## config.mk

```make
export PLATFORM = sky130hd
export DESIGN_NAME = instruction_loader
export DESIGN_NICKNAME = d
export VERILOG_FILES = /design/src/rtl/instruction_loader.sv
export SDC_FILE = /design/constraint.sdc
export NUM_CORES = 1
export LEC_CHECK = 0
export ABC_AREA = 0
export CAP_MARGIN = 20
export CORE_MARGIN = 10
export CORE_UTILIZATION = 45
export DETAILED_ROUTE_END_ITERATION = 8
export PLACE_DENSITY = 0.77
export SYNTH_ARGS = -nofsm -noshare
export SYNTH_HDL_FRONTEND = slang
export SYNTH_SLANG_ARGS = --single-unit
```

## constraint.sdc

```tcl
create_clock -name clk -period 3.1 [get_ports clk]
set_input_delay 0.62 -clock clk [delete_from_list [all_inputs] [get_ports clk]]
set_output_delay 0.62 -clock clk [all_outputs]
set_load 0.03 [all_outputs]
```

## src/rtl/instruction_loader.sv

```systemverilog
// instruction_loader: length-prefixed program download into imem; define LOADER_CHECKSUM_EN for a trailing XOR checksum byte
module instruction_loader #(
  parameter logic [31:0] BASE_ADDR = 32'h0000_0000,
  parameter int unsigned MAX_WORDS = 1024,
  parameter int unsigned TIMEOUT_CYCLES = 1_000_000
) (
  input  logic        clk,
  input  logic        rst_n,
  input  logic        byte_valid,
  input  logic [7:0]  byte_data,
  output logic        byte_ready,
  output logic        cpu_hold,
  output logic        imem_we,
  output logic [31:0] imem_pc,
  output logic [31:0] imem_instruction,
  output logic        busy,
  output logic        done,
  output logic        error,
  output logic [15:0] words_loaded
);
  typedef enum logic [2:0] {
    IDLE,
    HDR_LO,
    DATA,
    WRITE,
`ifdef LOADER_CHECKSUM_EN
    CSUM,
`endif
    DONE
  } state_t;
`ifdef LOADER_CHECKSUM_EN
  localparam state_t end_st = CSUM;
`else
  localparam state_t end_st = DONE;
`endif
  state_t state, state_n;
  logic [15:0] count, count_n, wl_n, wl_inc;
  logic [1:0] idx, idx_n;
  logic [31:0] tcnt, tcnt_n, pc_n, word_n, n_full;
  logic hold_n, err_n, accept, timed;
`ifdef LOADER_CHECKSUM_EN
  logic [7:0] csum, csum_n;
  always_comb csum_n = !accept ? csum : state == IDLE ? byte_data : csum ^ byte_data;
  always_ff @(posedge clk or negedge rst_n)
    if (!rst_n) csum <= 8'h00;
    else csum <= csum_n;
`endif
  always_comb begin
    accept = byte_valid & byte_ready;
    timed = byte_ready & busy;
    n_full = {16'h0000, count[15:8], byte_data};
    wl_inc = words_loaded + 16'd1;
    state_n = state;
    count_n = count;
    idx_n = idx;
    pc_n = imem_pc;
    word_n = imem_instruction;
    wl_n = words_loaded;
    hold_n = cpu_hold;
    err_n = error;
    tcnt_n = accept ? 32'd0 : timed ? tcnt + 32'd1 : tcnt;
    case (state)
      IDLE: if (accept) begin
        state_n = HDR_LO;
        count_n = {byte_data, 8'h00};
        hold_n = 1'b1;
        err_n = 1'b0;
        wl_n = 16'd0;
        pc_n = BASE_ADDR;
      end
      HDR_LO: if (accept) begin
        count_n = n_full[15:0];
        idx_n = 2'd0;
        err_n = n_full > MAX_WORDS;
        state_n = n_full > MAX_WORDS ? IDLE : n_full == 32'd0 ? end_st : DATA;
      end
      DATA: if (accept) begin
        word_n = {imem_instruction[23:0], byte_data};
        idx_n = idx + 2'd1;
        state_n = idx == 2'd3 ? WRITE : DATA;
      end
      WRITE: begin
        pc_n = imem_pc + 32'd4;
        wl_n = wl_inc;
        state_n = wl_inc < count ? DATA : end_st;
      end
`ifdef LOADER_CHECKSUM_EN
      CSUM: if (accept) begin
        state_n = byte_data == csum ? DONE : IDLE;
        err_n = byte_data != csum;
      end
`endif
      DONE: state_n = IDLE;
      default: state_n = IDLE;
    endcase
    if (TIMEOUT_CYCLES != 0 && timed && !accept && tcnt == TIMEOUT_CYCLES - 1) begin
      state_n = IDLE;
      err_n = 1'b1;
    end
    if (state_n == DONE) hold_n = 1'b0;
  end
  always_ff @(posedge clk or negedge rst_n) begin
    if (!rst_n) begin
      state <= IDLE;
      count <= 16'd0;
      idx <= 2'd0;
      tcnt <= 32'd0;
      byte_ready <= 1'b0;
      cpu_hold <= 1'b0;
      imem_we <= 1'b0;
      imem_pc <= BASE_ADDR;
      imem_instruction <= 32'd0;
      busy <= 1'b0;
      done <= 1'b0;
      error <= 1'b0;
      words_loaded <= 16'd0;
    end else begin
      state <= state_n;
      count <= count_n;
      idx <= idx_n;
      tcnt <= tcnt_n;
      byte_ready <= state_n != WRITE && state_n != DONE;
      cpu_hold <= hold_n;
      imem_we <= state_n == WRITE;
      imem_pc <= pc_n;
      imem_instruction <= word_n;
      busy <= state_n != IDLE;
      done <= state_n == DONE;
      error <= err_n;
      words_loaded <= wl_n;
    end
  end
endmodule

```

==> metrics.cfg <==
[outcome]
status=completed

[grt]
globalRouteMet3Util=0.0578
met2_usage=0.265
gr-usage-met1=0.203
grt_first_pass_wirelength_um=27500
grt_start_max_net_pins=64
grt_pass1_vias=5441
antenna_found_initial=0
grt_usage=0.166
top_usage_layer=met2
grt_remaining_overflow=0

[placed_design]
place_area_mm2=0.00813
place_hpwl_um=11700
routabilityCongestion=0.835
portBuffers=94

[timing]
setup_tns_ps=0
hold_viol=0
fin_worst_skew_ps=7.88
slew_violations=0
rsz0062_at_grt=false
max-slew-margin-rel=0.501
finalSetupViolCount=0
tightest_slew_ps=744
post-route-period-util=0.903
fin_crit_ps=2800
clock.fmax_mhz=357

[setup_path]
start_kind=register
crit_type=register to register
critPathCaptureType=register
cp.arrival_ps=3150
required_ps=3460
crit_fanout=6

[clock_network]
cts_made_buffers=17
clk_pin_slew_ps=60
clockRootBuffer=clkbuf_16
clk_latency_ps=420
postCtsHoldBufs=0
cts_resized=0
cts_setup_buffers=0
cts_sinks=137
cts_buffer_depth=2
cts_tree=yes
htree_num_levels=4

[logic_synthesis]
yosysSeqAreaShare=0.497
synthCells=700
synth_edf_count=0
async_flop_share=1.00
ys.flop_type=dfrtp_1
synth_seq_cells=137
syn_avg_cell_area_um2=9.85
synth.cell_area_mm2=0.00690
synth_warnings=0
ys_types=58

[cells_and_area]
fillers=1279
layout.nets=835
stdcell_area_mm2=0.00875
drive_above_1_share=0.0844
synthToLayoutAreaGrowth_pct=26.9
diodes=0

[routing]
wirelength_um=16500
dr.pass1.iters=6
drtIter0Drc=434
vias=5641
wl_per_cell_um=16.4
viasPerCell=5.61
drc=0
antenna_left=0

[floorplanning]
initial_core_util=0.457
row_count=45
dieArea_mm2=0.0207
io_pins=97
fp.dieH_um=144
core_area_mm2=0.0151
die_width_um=144

[power_and_ir_drop]
peakVddDrop_mv=0.547
power_density_mw_per_mm2=766
leakage_nw=3.85

[hold_path]
hp-class=primary input to async pin

[job]
maxCapViolCount=0

## final timing paths
kind / slack [ps] / endpoint / cells past startpoint / start
worst max-delay path: 300 / byte_ready / 11 / words_loaded[3]
worst min-delay path: 180 / imem_pc[17] / 1 / rst_n
worst max register to register: 300 / byte_ready / 11 / words_loaded[3]
worst min register to register: 480 / imem_pc[31] / 1 / imem_pc[31]
max in group asynchronous: 2230 / imem_instruction[23] / 2 / rst_n
min in group clk: 480 / imem_pc[31] / 1 / imem_pc[31]
## flip-flops by register name, indices dropped and copies added (netlist names)
signal	count
busy	1
byte_ready	1
count	16
cpu_hold	1
done	1
error	1
idx	2
imem_instruction	32
imem_pc	30
imem_we	1
state	3
tcnt	32
words_loaded	16
## layer usage
| layer | vias up | part of all wire | wire [um] |
|---|---|---|---|
| li1 | 2718 | - | - |
| met1 | 2757 | 0.42 | 6920 |
| met2 | 145 | 0.50 | 8290 |
| met3 | 21 | 0.062 | 1030 |
| met4 | 0 | 0.017 | 276 |
| met5 | - | 0 | 0 |
## cells by family after synthesis
kind of cell             synth area share
AO/OA/AOI/OAI                       0.110
flip-flops                          0.497
AND/OR/NAND/NOR                     0.212
multiplexers                       0.0715
other                            0.000544
buffers and inverters              0.0310
adder cells (fa/ha/maj)            0.0345
XOR/XNOR                           0.0432
## critical path, stage by stage (launching register included)
cell,delay (ps)
dfrtp_1,450
nand4_1,230
nor4_2,290
buf_4,180
nand3_1,110
xnor2_1,160
ha_1,330
a21oi_1,150
o21ai_0,140
a22o_1,240
a21oi_1,260
a31o_1,190
## area by class of cell
cell class / instances / area [um^2] / share of cell area
inverter: 24 / 90.1 / 0.0103
timing repair buffer: 114 / 1120 / 0.128
multi-input combinational: 511 / 3270 / 0.373
sequential: 137 / 3430 / 0.392
clock buffer: 19 / 443 / 0.0506
clock inverter: 13 / 169 / 0.0193
tap: 188 / 235 / 0.0269
## where the power goes
group          internal [mW]  leakage [nW]  switching [mW]  total (mW)
logic                  0.859          1.71            1.28        2.13
clock network           1.29         0.286           0.792        2.08
registers               2.15          1.85           0.337        2.49
total                   4.30          3.85            2.40        6.71
## through the flow
| step | worst slack, ps | std cells | total power, mW | utilization | hold WS, ps |
|---|---|---|---|---|---|
| detailed placement | 307 | 973 | 4.65 | 0.539 | 475 |
| global route | 81.6 | 1006 | 7.08 | 0.580 | 212 |
| CTS | 321 | 1005 | 6.77 | 0.579 | 196 |
| finish | 302 | 1006 | 6.71 | 0.580 | 183 |
| global placement | 353 | 973 | 4.61 | 0.539 | 465 |
| floorplan | 226 | 701 | 3.76 | - | 324 |
## layout by cell type, fill, tap and decap left out, types with 16 or more instances in the layout
| cell | synthesis | final |
|---|---|---|
| mux2_1 | 32 | 32 |
| o21ai_1 | 40 | 40 |
| clkdlybuf4s50_1 | 0 | 93 |
| nor2_1 | 50 | 49 |
| clkbuf_16 | 0 | 17 |
| dfrtp_1 | 137 | 137 |
| xor2_1 | 18 | 18 |
| nand4_1 | 27 | 27 |
| buf_4 | 2 | 18 |
| inv_1 | 23 | 23 |
| xnor2_1 | 16 | 16 |
| ha_1 | 19 | 19 |
| o21ai_0 | 22 | 22 |
| nand3_1 | 48 | 48 |
| nand2_1 | 92 | 92 |
| a21oi_1 | 18 | 18 |
## synth_stat cells, drive strengths merged, types with 6 or more instances
master	n	area [um^2]
a21oi	18	90.1
a31oi	12	75.1
and2	6	37.5
and3	6	37.5
and4	8	70.1
buf	8	45.0
clkbuf	21	78.8
dfrtp	137	3430
ha	19	238
inv	24	90.1
mux2	34	383
mux2i	11	110
nand2	92	345
nand2b	8	50.1
nand3	48	240
nand4	28	181
nor2	52	205
nor3	8	45.0
nor4	10	81.3
o21ai	62	310
o31ai	7	52.6
or4	6	52.6
xnor2	16	140
xor2	18	158
No activity file was read; power rests on OpenSTA's default activity.
